### config.mk
export PLATFORM = sky130hd
export DESIGN_NAME = dmem_copy_initiator
export DESIGN_NICKNAME = d
export VERILOG_FILES = /design/src/rtl/dmem_copy_initiator.sv
export SDC_FILE = /design/constraint.sdc
export NUM_CORES = 1
export LEC_CHECK = 0
export BUFFER_PORTS_ARGS = -buffer_cell sky130_fd_sc_hd__buf_4
export CORE_MARGIN = 2
export CORE_UTILIZATION = 25
export DETAILED_ROUTE_END_ITERATION = 8
export SKIP_LAST_GASP = 1
export SYNTH_ARGS = -nofsm -noshare
export SYNTH_HDL_FRONTEND = slang
export SYNTH_SLANG_ARGS = --single-unit
export TNS_END_PERCENT = 1
### constraint.sdc
create_clock -name clk -period 1.6 [get_ports clk]
set_input_delay 0.32 -clock clk [delete_from_list [all_inputs] [get_ports clk]]
set_output_delay 0.32 -clock clk [all_outputs]
set_load 0.02 [all_outputs]
### src/rtl/dmem_copy_initiator.sv
// Word-by-word memory copy engine: read a word, capture it, write it, repeat for len words.
// Optional running XOR of copied words when DMEM_COPY_CHECKSUM_EN is defined.
module dmem_copy_initiator #(
  parameter int ADDR_W = 8,
  parameter int DATA_W = 32
) (
  input  logic              clk,
  input  logic              rst_n,
  input  logic              start,
  input  logic [ADDR_W-1:0] src_addr,
  input  logic [ADDR_W-1:0] dst_addr,
  input  logic [ADDR_W-1:0] len,
  output logic              busy,
  output logic              done,
  output logic [ADDR_W-1:0] addr,
  output logic [DATA_W-1:0] write_data,
  output logic              memwrite,
  output logic              memread,
  input  logic [DATA_W-1:0] read_data,
  output logic [DATA_W-1:0] checksum
);

  typedef enum logic [2:0] {
    IDLE   = 3'd0,
    RD     = 3'd1,
    RD_CAP = 3'd2,
    WR     = 3'd3,
    DONE   = 3'd4
  } state_t;

  state_t            state_reg;
  state_t            state_next;
  logic [ADDR_W-1:0] src_reg;
  logic [ADDR_W-1:0] dst_reg;
  logic [ADDR_W-1:0] remaining_reg;
  logic [ADDR_W-1:0] addr_reg;
  logic [DATA_W-1:0] buffer_reg;
  logic              accept;
  logic              last_word;

  assign accept    = (state_reg == IDLE) && start;
  assign last_word = (remaining_reg == ADDR_W'(1));

  always_ff @(posedge clk or negedge rst_n) begin
    if (!rst_n) begin
      state_reg <= IDLE;
    end else begin
      state_reg <= state_next;
    end
  end

  // Strobes are decoded from the state so an asynchronous reset drops them at once.
  always_comb begin
    state_next = state_reg;
    busy       = 1'b0;
    done       = 1'b0;
    memread    = 1'b0;
    memwrite   = 1'b0;
    case (state_reg)
      IDLE: begin
        if (start) begin
          state_next = (len != '0) ? RD : DONE;
        end
      end
      RD: begin
        busy       = 1'b1;
        memread    = 1'b1;
        state_next = RD_CAP;
      end
      RD_CAP: begin
        busy       = 1'b1;
        memread    = 1'b1;
        state_next = WR;
      end
      WR: begin
        busy       = 1'b1;
        memwrite   = 1'b1;
        state_next = last_word ? DONE : RD;
      end
      DONE: begin
        done       = 1'b1;
        state_next = IDLE;
      end
      default: begin
        state_next = IDLE;
      end
    endcase
  end

  // addr is loaded one state ahead so it is already valid when the strobe rises.
  always_ff @(posedge clk or negedge rst_n) begin
    if (!rst_n) begin
      src_reg       <= '0;
      dst_reg       <= '0;
      remaining_reg <= '0;
      addr_reg      <= '0;
      buffer_reg    <= '0;
    end else begin
      case (state_reg)
        IDLE: begin
          if (accept && (len != '0)) begin
            src_reg       <= src_addr;
            dst_reg       <= dst_addr;
            remaining_reg <= len;
            addr_reg      <= src_addr;
          end
        end
        RD_CAP: begin
          buffer_reg <= read_data;
          addr_reg   <= dst_reg;
        end
        WR: begin
          src_reg       <= src_reg + ADDR_W'(1);
          dst_reg       <= dst_reg + ADDR_W'(1);
          remaining_reg <= remaining_reg - ADDR_W'(1);
          if (!last_word) begin
            addr_reg <= src_reg + ADDR_W'(1);
          end
        end
        default: begin
        end
      endcase
    end
  end

  assign addr       = addr_reg;
  assign write_data = buffer_reg;

`ifdef DMEM_COPY_CHECKSUM_EN
  logic [DATA_W-1:0] checksum_reg;

  always_ff @(posedge clk or negedge rst_n) begin
    if (!rst_n) begin
      checksum_reg <= '0;
    end else if (accept) begin
      checksum_reg <= '0;
    end else if (state_reg == RD_CAP) begin
      checksum_reg <= checksum_reg ^ read_data;
    end
  end

  assign checksum = checksum_reg;
`else
  assign checksum = '0;
`endif

endmodule

==> run summary, run 1 <==
STATUS
------------------------------------------------------------------------------------
Run status                                                              finished with violations
Failing checks                                                          setup timing

CRITICAL PATH
------------------------------------------------------------------------------------
R2R depth                                                                          6
Register-to-register setup slack                                            -0.21 ns
Crit-path slowest cell                                                         or4_1
Number of buffers and inverters on the critical path                               2
Crit path launch type                                                           flop
Highest cell delay on the worst timing path                                  0.50 ns
CP dominant cell by count                                                      buf_4
Depth of the critical timing path with buffers and inverters included              6
Worst setup path end                                                         addr[7]
Required @ worst endpoint                                                    1.88 ns
Class of the most critical setup path                                   flop to flop
Crit path from                                                          state_reg[2]
Critical path data arrival time                                              2.09 ns
Worst reg2reg startpoint                                                state_reg[2]
Endpoint of the most critical register-to-register path                      addr[7]
Sequence of cells on the critical path                                  nand3b_1 -> buf_4 -> buf_4 -> or4_1 -> o211ai_1 -> mux2_2
CP max FO                                                                          5
Sort of element at the end of the critical path                                 flop
Largest delay share family, worst path                                  simple AND/OR/NAND/NOR gates

LOGIC SYNTHESIS
------------------------------------------------------------------------------------
Portion of netlist area occupied by mux cells                                  13.8%
Async S/R FF share, synth                                                       100%
Most used flip-flop cell after synthesis                                     dfrtp_1
Share of the yosys chip area belonging to registers                            46.5%
Fraction of the mapped netlist area in compound gates                          13.0%
Post-synth EDFFs                                                                   0
Synthesis-stage register bit count                                                67
Fraction of synthesized cell area taken by the top area cell type              46.5%
Fraction of synthesized cell area in xor and xnor cells                       0.486%
Count of different cell masters after synthesis                                   50
Area share of fa/ha/maj cells after synthesis                                  1.39%
Ranking of synthesized cells by area                                    dfrtp_1 (47%), mux2_2 (12%), buf_4 (6.7%)
Main combinational cell family by area after synthesis                  simple AND/OR/NAND/NOR gates
Netlist Area Pre-Place                                                      3600 µm²
Mean cell area of the mapped netlist                                        10.5 µm²
Cell type with the highest aggregate area in the netlist                     dfrtp_1
Post-synth top cells                                                    dfrtp_1 (67), mux2_2 (39), nor2_1 (33)
Warnings, synthesis                                                                0
Synthesized netlist cell count                                                   344
Top-count cell post-synth                                                    dfrtp_1
Synthesized-area fraction occupied by and/or/nand/nor cells                    14.0%

STA
------------------------------------------------------------------------------------
Highest attainable clock frequency                                           552 MHz
Number of hold-slack violations in the final timing report                         0
Total setup violations reported at the end of the flow                            55
Max Clock Skew                                                            0.00509 ns
Setup repair after global routing missed its margin                              yes
Final critical-path setup slack                                            -0.212 ns
Min Tclk post-route                                                          1.81 ns
Final setup TNS                                                             -6.60 ns
Final clock period utilization by the worst path                                113%
Smallest hold slack                                                         0.206 ns
Final Max Slew Viols                                                               0

CELLS AND AREA
------------------------------------------------------------------------------------
Antenna diodes                                                                     0
Area growth from synthesis to layout                                           42.0%
Footprint of the flip-flops and latches                                     1680 µm²
Layout cell share with drive strength beyond 1                                 44.5%
Area used by multi-input combinational logic                                1680 µm²
Design area                                                                 5120 µm²
Net count, final                                                                 552
Largest register FFs                                                              32
Count of filler cells inserted in the layout                                    1407
Number of non-filler instances in the completed layout                           674
Final Util                                                                     36.6%

GLOBAL ROUTE
------------------------------------------------------------------------------------
Combined global-route utilization of all metal layers                          12.4%
Antenna violations before repair                                                   0
Maximum number of pins on one net before global-route repair                      33
Met2 Usage GRT                                                                 20.4%
Vias in the first global route                                                  2951
Met3 layer usage reported by global route                                      5.54%
Global-route congestion overflow total                                             0
Busiest metal layer after global routing                                        met2
Grt met1 use                                                                   14.4%
First-pass GRT wire length                                                   14.4 mm

CLOCK TREE
------------------------------------------------------------------------------------
Clock latency at the later pin of the worst-skew pair                        0.34 ns
TritonCTS clock tree                                                             yes
Root buffer cell                                                           clkbuf_16
Clock Path Buffers                                                                 2
CTS H-Tree Depth                                                                   3
Clock buffer count from CTS                                                        9
Clock slew seen by the registers of the worst setup and hold paths           0.06 ns
Clock net sink count                                                              67

DRT
------------------------------------------------------------------------------------
DRC violation count after routing                                                  0
Vias per inst                                                                   4.52
Number of nets with antenna violations after detailed routing                      0
DR WL/cell                                                                   13.7 µm
Iteration-0 DRC Markers                                                          114
Total Wirelength                                                             9.24 mm
Router iterations before antenna repair                                            4
Vias                                                                            3045

FLOORPLANNING
------------------------------------------------------------------------------------
Floorplan die width                                                           124 µm
Starting Density                                                               25.8%
Die area                                                                   15400 µm²
Floorplan die height                                                          124 µm
IO Count                                                                         135
Standard-cell rows                                                                43
Core region area                                                           14000 µm²

PLACEMENT
------------------------------------------------------------------------------------
Worst setup timing slack at the placement stage                            -0.399 ns
Quantity of I/O buffers inserted on ports                                        102
Final RePlAce weighted congestion                                              0.838
Cell Count Post-Placement                                                        653
Placement-stage cell area                                                   4760 µm²
DPL Wire Length                                                              7.09 mm

POWER AND IR DROP
------------------------------------------------------------------------------------
Total power per unit cell area                                            811 nW/µm²
Worst-case vdd ir drop                                                      0.426 mV
Leakage                                                                      2.39 nW
Power, Total                                                                 4.15 mW

RUN
------------------------------------------------------------------------------------
MaxCap Viol Count                                                                  0

HOLD PATH
------------------------------------------------------------------------------------
Class of the most critical hold timing path                             input port to flop

[routing by layer]
layer  part of all wire, %  vias to the layer above  wire, µm
met5                     0                        -         0
met4                   1.1                        0        99
met3                    11                       10       984
met2                    46                      135      4300
met1                    42                     1432      3860
li1                      -                     1468         -
[cells in the final DEF, fill, tap and decap left out, types with 3 or more instances in the layout]
cell and count:
buf_4 150, dfrtp_1 67, mux2_2 39, nor2_1 32, conb_1 32, a21oi_1 17, nand2_1 17, nand3_1 14
inv_1 10, o21ai_0 9, clkbuf_16 9, nor3_1 8, o211ai_1 6, mux2i_1 6, a31oi_1 5, a211oi_1 5
a221o_1 4, and3_1 4, ha_1 4, nand2b_1 3, or4_4 3, nor4bb_1 3, or4_1 3, buf_12 3
[where the power goes]
group | total [mW] | switching (mW) | internal [mW]
logic | 0.400 | 0.214 | 0.186
clock network | 2.00 | 0.782 | 1.21
registers | 1.76 | 0.0200 | 1.74
total | 4.15 | 1.02 | 3.14
[worst min-delay path by stage]
stage | startpoint | to | slack (ns) | depth (start not counted)
2_1_floorplan | rst_n | addr[0] | 0.02 | 0
3_3_place_gp | rst_n | write_data[11] | 0.27 | 1
3_5_place_dp | rst_n | write_data[11] | 0.27 | 1
4_1_cts | read_data[14] | write_data[14] | 0.19 | 2
5_1_grt | read_data[20] | write_data[20] | 0.19 | 2
6_report | read_data[14] | write_data[14] | 0.21 | 2
[what timing repair did]
action | 4_1_cts | 5_1_grt
pin swaps | 0 | 0
hold buffers | 1 | 0
resized for setup | 3 | 0
buffers inserted | 3 | 1
endpoints found under the setup margin | 61 | 66
endpoints found under the hold margin | 23 | 0
[final cells by class]
cell class,count,share of cell area (%)
repair buffers,154,23.4
well taps,180,4.40
flip-flops and latches,67,32.8
clock inverters,7,1.49
clock buffers,9,4.40
multi-input cells,246,32.8
inverters,11,0.807
[kinds of logic after synthesis]
logic type / count (synthesis)
AND/OR/NAND/NOR: 98
XOR/XNOR: 2
multiplexers: 45
adder cells (fa/ha/maj): 4
buffers and inverters: 62
other: 1
flip-flops: 67
AO/OA/AOI/OAI: 65
[worst reg2reg max path, cell delays in order (launching register included)]
cell	delay [ns]
dfrtp_1	0.41
nand3b_1	0.20
buf_4	0.18
buf_4	0.15
or4_1	0.50
o211ai_1	0.13
mux2_2	0.19
Note: power is estimated with default switching activity, not from simulation.
==> run 2, diff against run 1 <==
Settings changed: CAP_MARGIN from default to 10, CELL_PAD_IN_SITES_DETAIL_PLACEMENT from default to 0, CELL_PAD_IN_SITES_GLOBAL_PLACEMENT from default to 2, PLACE_DENSITY_LB_ADDON from default to 0.1, REMOVE_ABC_BUFFERS from default to 1.
==> run 2 against run 1 <==
Cell area grew 3.1%. Critical path depth shrank 2. Largest cell class unchanged. Global-route usage increased by 1.0 points. The flow still finishes with violations (setup timing). Total power increased by 3.7%. Highest routed layer unchanged.
==> run summary, run 2 (synthesis results as in run 1) <==
POWER AND IR DROP
-------------------------------------------------------------------------------------
Total power per unit cell area                                             817 nW/µm²   +0.65%
Power, Total                                                                  4.31 mW   +3.7%
Leakage                                                                       2.48 nW   +3.9%
Worst-case vdd ir drop                                                       0.550 mV   +29%

GLOBAL ROUTE
-------------------------------------------------------------------------------------
First-pass GRT wire length                                                    15.4 mm   +7.0%
Global-route congestion overflow total                                              0   unchanged
Combined global-route utilization of all metal layers                           13.4%   +1.0 points
Antenna violations before repair                                                    0   unchanged
Maximum number of pins on one net before global-route repair                       33   unchanged
Vias in the first global route                                                   2902   -1.7%

CLOCK TREE
-------------------------------------------------------------------------------------
Clock latency at the later pin of the worst-skew pair                         0.34 ns   about the same
CTS H-Tree Depth                                                                    3   unchanged
Clock net sink count                                                               67   unchanged
Clock Path Buffers                                                                  2   unchanged
Clock slew seen by the registers of the worst setup and hold paths            0.06 ns   about the same
Root buffer cell                                                            clkbuf_16
Clock buffer count from CTS                                                         9   unchanged
TritonCTS clock tree                                                              yes

DRT
-------------------------------------------------------------------------------------
Vias                                                                             3059   +0.46%
Total Wirelength                                                              9.96 mm   +7.9%
DRC violation count after routing                                                   0   unchanged
Router iterations before antenna repair                                             4   unchanged
Number of nets with antenna violations after detailed routing                       0   unchanged
Iteration-0 DRC Markers                                                            75   -34%
Vias per inst                                                                    4.45   -1.6%
DR WL/cell                                                                    14.5 µm   +5.7%

CRITICAL PATH
-------------------------------------------------------------------------------------
Worst reg2reg startpoint                                                 remaining_reg[4]
Register-to-register setup slack                                             -0.23 ns   about the same
Required @ worst endpoint                                                     1.82 ns   -0.06 ns
Crit path from                                                           remaining_reg[4]
R2R depth                                                                           4   -2
Critical path data arrival time                                               2.05 ns   -0.04 ns
Crit path launch type                                                            flop
Class of the most critical setup path                                    flop to flop
CP max FO                                                                           8   +3
Sort of element at the end of the critical path                                  flop
Endpoint of the most critical register-to-register path                       addr[0]
Worst setup path end                                                          addr[0]

STATUS
-------------------------------------------------------------------------------------
Failing checks                                                           setup timing
Run status                                                               finished with violations

FLOORPLANNING
-------------------------------------------------------------------------------------
Core region area                                                            14000 µm²   unchanged
Standard-cell rows                                                                 43   unchanged
Die area                                                                    15400 µm²   unchanged
Starting Density                                                                25.8%   unchanged
IO Count                                                                          135   unchanged
Floorplan die height                                                           124 µm   unchanged
Floorplan die width                                                            124 µm   unchanged

PLACEMENT
-------------------------------------------------------------------------------------
DPL Wire Length                                                               7.47 mm   +5.4%
Cell Count Post-Placement                                                         666   +2.0%
Worst setup timing slack at the placement stage                             -0.435 ns   -0.0355 ns
Quantity of I/O buffers inserted on ports                                         102   unchanged
Final RePlAce weighted congestion                                               0.732   -13%

STA
-------------------------------------------------------------------------------------
Highest attainable clock frequency                                            547 MHz   -0.81%
Setup repair after global routing missed its margin                               yes
Final Max Slew Viols                                                                0   unchanged
Max Clock Skew                                                             0.00721 ns   +0.00212 ns
Total setup violations reported at the end of the flow                             66   +20%
Final clock period utilization by the worst path                                 114%   +0.92 points
Final critical-path setup slack                                             -0.227 ns   -0.0147 ns
Final setup TNS                                                              -8.06 ns   -1.46 ns
Number of hold-slack violations in the final timing report                          0   unchanged
Min Tclk post-route                                                           1.83 ns   +0.0147 ns

HOLD PATH
-------------------------------------------------------------------------------------
Class of the most critical hold timing path                              input port to flop

CELLS AND AREA
-------------------------------------------------------------------------------------
Top library cells by usage in the layout, fill and taps aside            buf_4 (161), dfrtp_1 (67), mux2_2 (39), nor2_1 (32), conb_1 (32)
Net count, final                                                                  566   +2.5%
Antenna diodes                                                                      0   unchanged
Number of non-filler instances in the completed layout                            688   +2.1%
Largest register FFs                                                               32   unchanged
Most frequent standard cell in the layout excluding fill and tap cells          buf_4
Layout cell share with drive strength beyond 1                                  45.9%   +1.3 points
Area growth from synthesis to layout                                            46.3%

RUN
-------------------------------------------------------------------------------------
MaxCap Viol Count                                                                   0   unchanged

run 2: per-stage QoR:
step / cell area (µm²) / utilization (%) / hold WS (ns)
final: 5280 / 37.7 / 0.206
after CTS: 5270 / 37.7 / 0.188
after global placement: 4880 / 34.9 / 0.289
after floorplan: 3380 / - / 0.0244
after global routing: 5280 / 37.7 / 0.194
after detailed placement: 4880 / 34.9 / 0.290
run 2: worst max-delay path: stages, from the launching register on:
cell	delay [ns]
dfrtp_1	0.39
or4_4	0.54
nor4_4	0.33
a21oi_4	0.14
mux2_2	0.30
run 2: where the power goes:
part | internal [mW] | total, mW | switching, mW
Combinational | 0.192 | 0.410 | 0.218
Clock | 1.37 | 2.14 | 0.776
Sequential | 1.74 | 1.76 | 0.0189
Total | 3.29 | 4.31 | 1.01
run 2: layout make-up:
class	instances	area, µm²
fill	1429	8710
multi-input combinational	246	1680
sequential	67	1680
timing repair buffer	168	1330
clock buffer	10	229
tap	180	225
clock inverter	6	90.1
inverter	11	41.3
run 2: how the worst min path moves through the flow:
stage                  start             end  slack [ns]  depth (start not counted)
2_1_floorplan          rst_n         addr[0]        0.02                          0
3_3_place_gp           rst_n  write_data[23]        0.29                          1
3_5_place_dp           rst_n  write_data[23]        0.29                          1
4_1_cts         read_data[4]   write_data[4]        0.19                          2
5_1_grt        read_data[24]  write_data[24]        0.19                          2
6_report        read_data[4]   write_data[4]        0.21                          2
run 2: timing repair:
action	in CTS	in global routing
setup endpoints to repair	68	68
resized for setup	3	2
hold endpoints to repair	26	0
setup buffers	5	0
hold buffers	1	0
run 2: metal layers:
layer  global-route usage, %  part of all wire (%)
met5                       0                     0
met4                    3.79                   1.1
met2                    21.0                    45
met3                    4.72                   7.7
met1                    17.3                    46
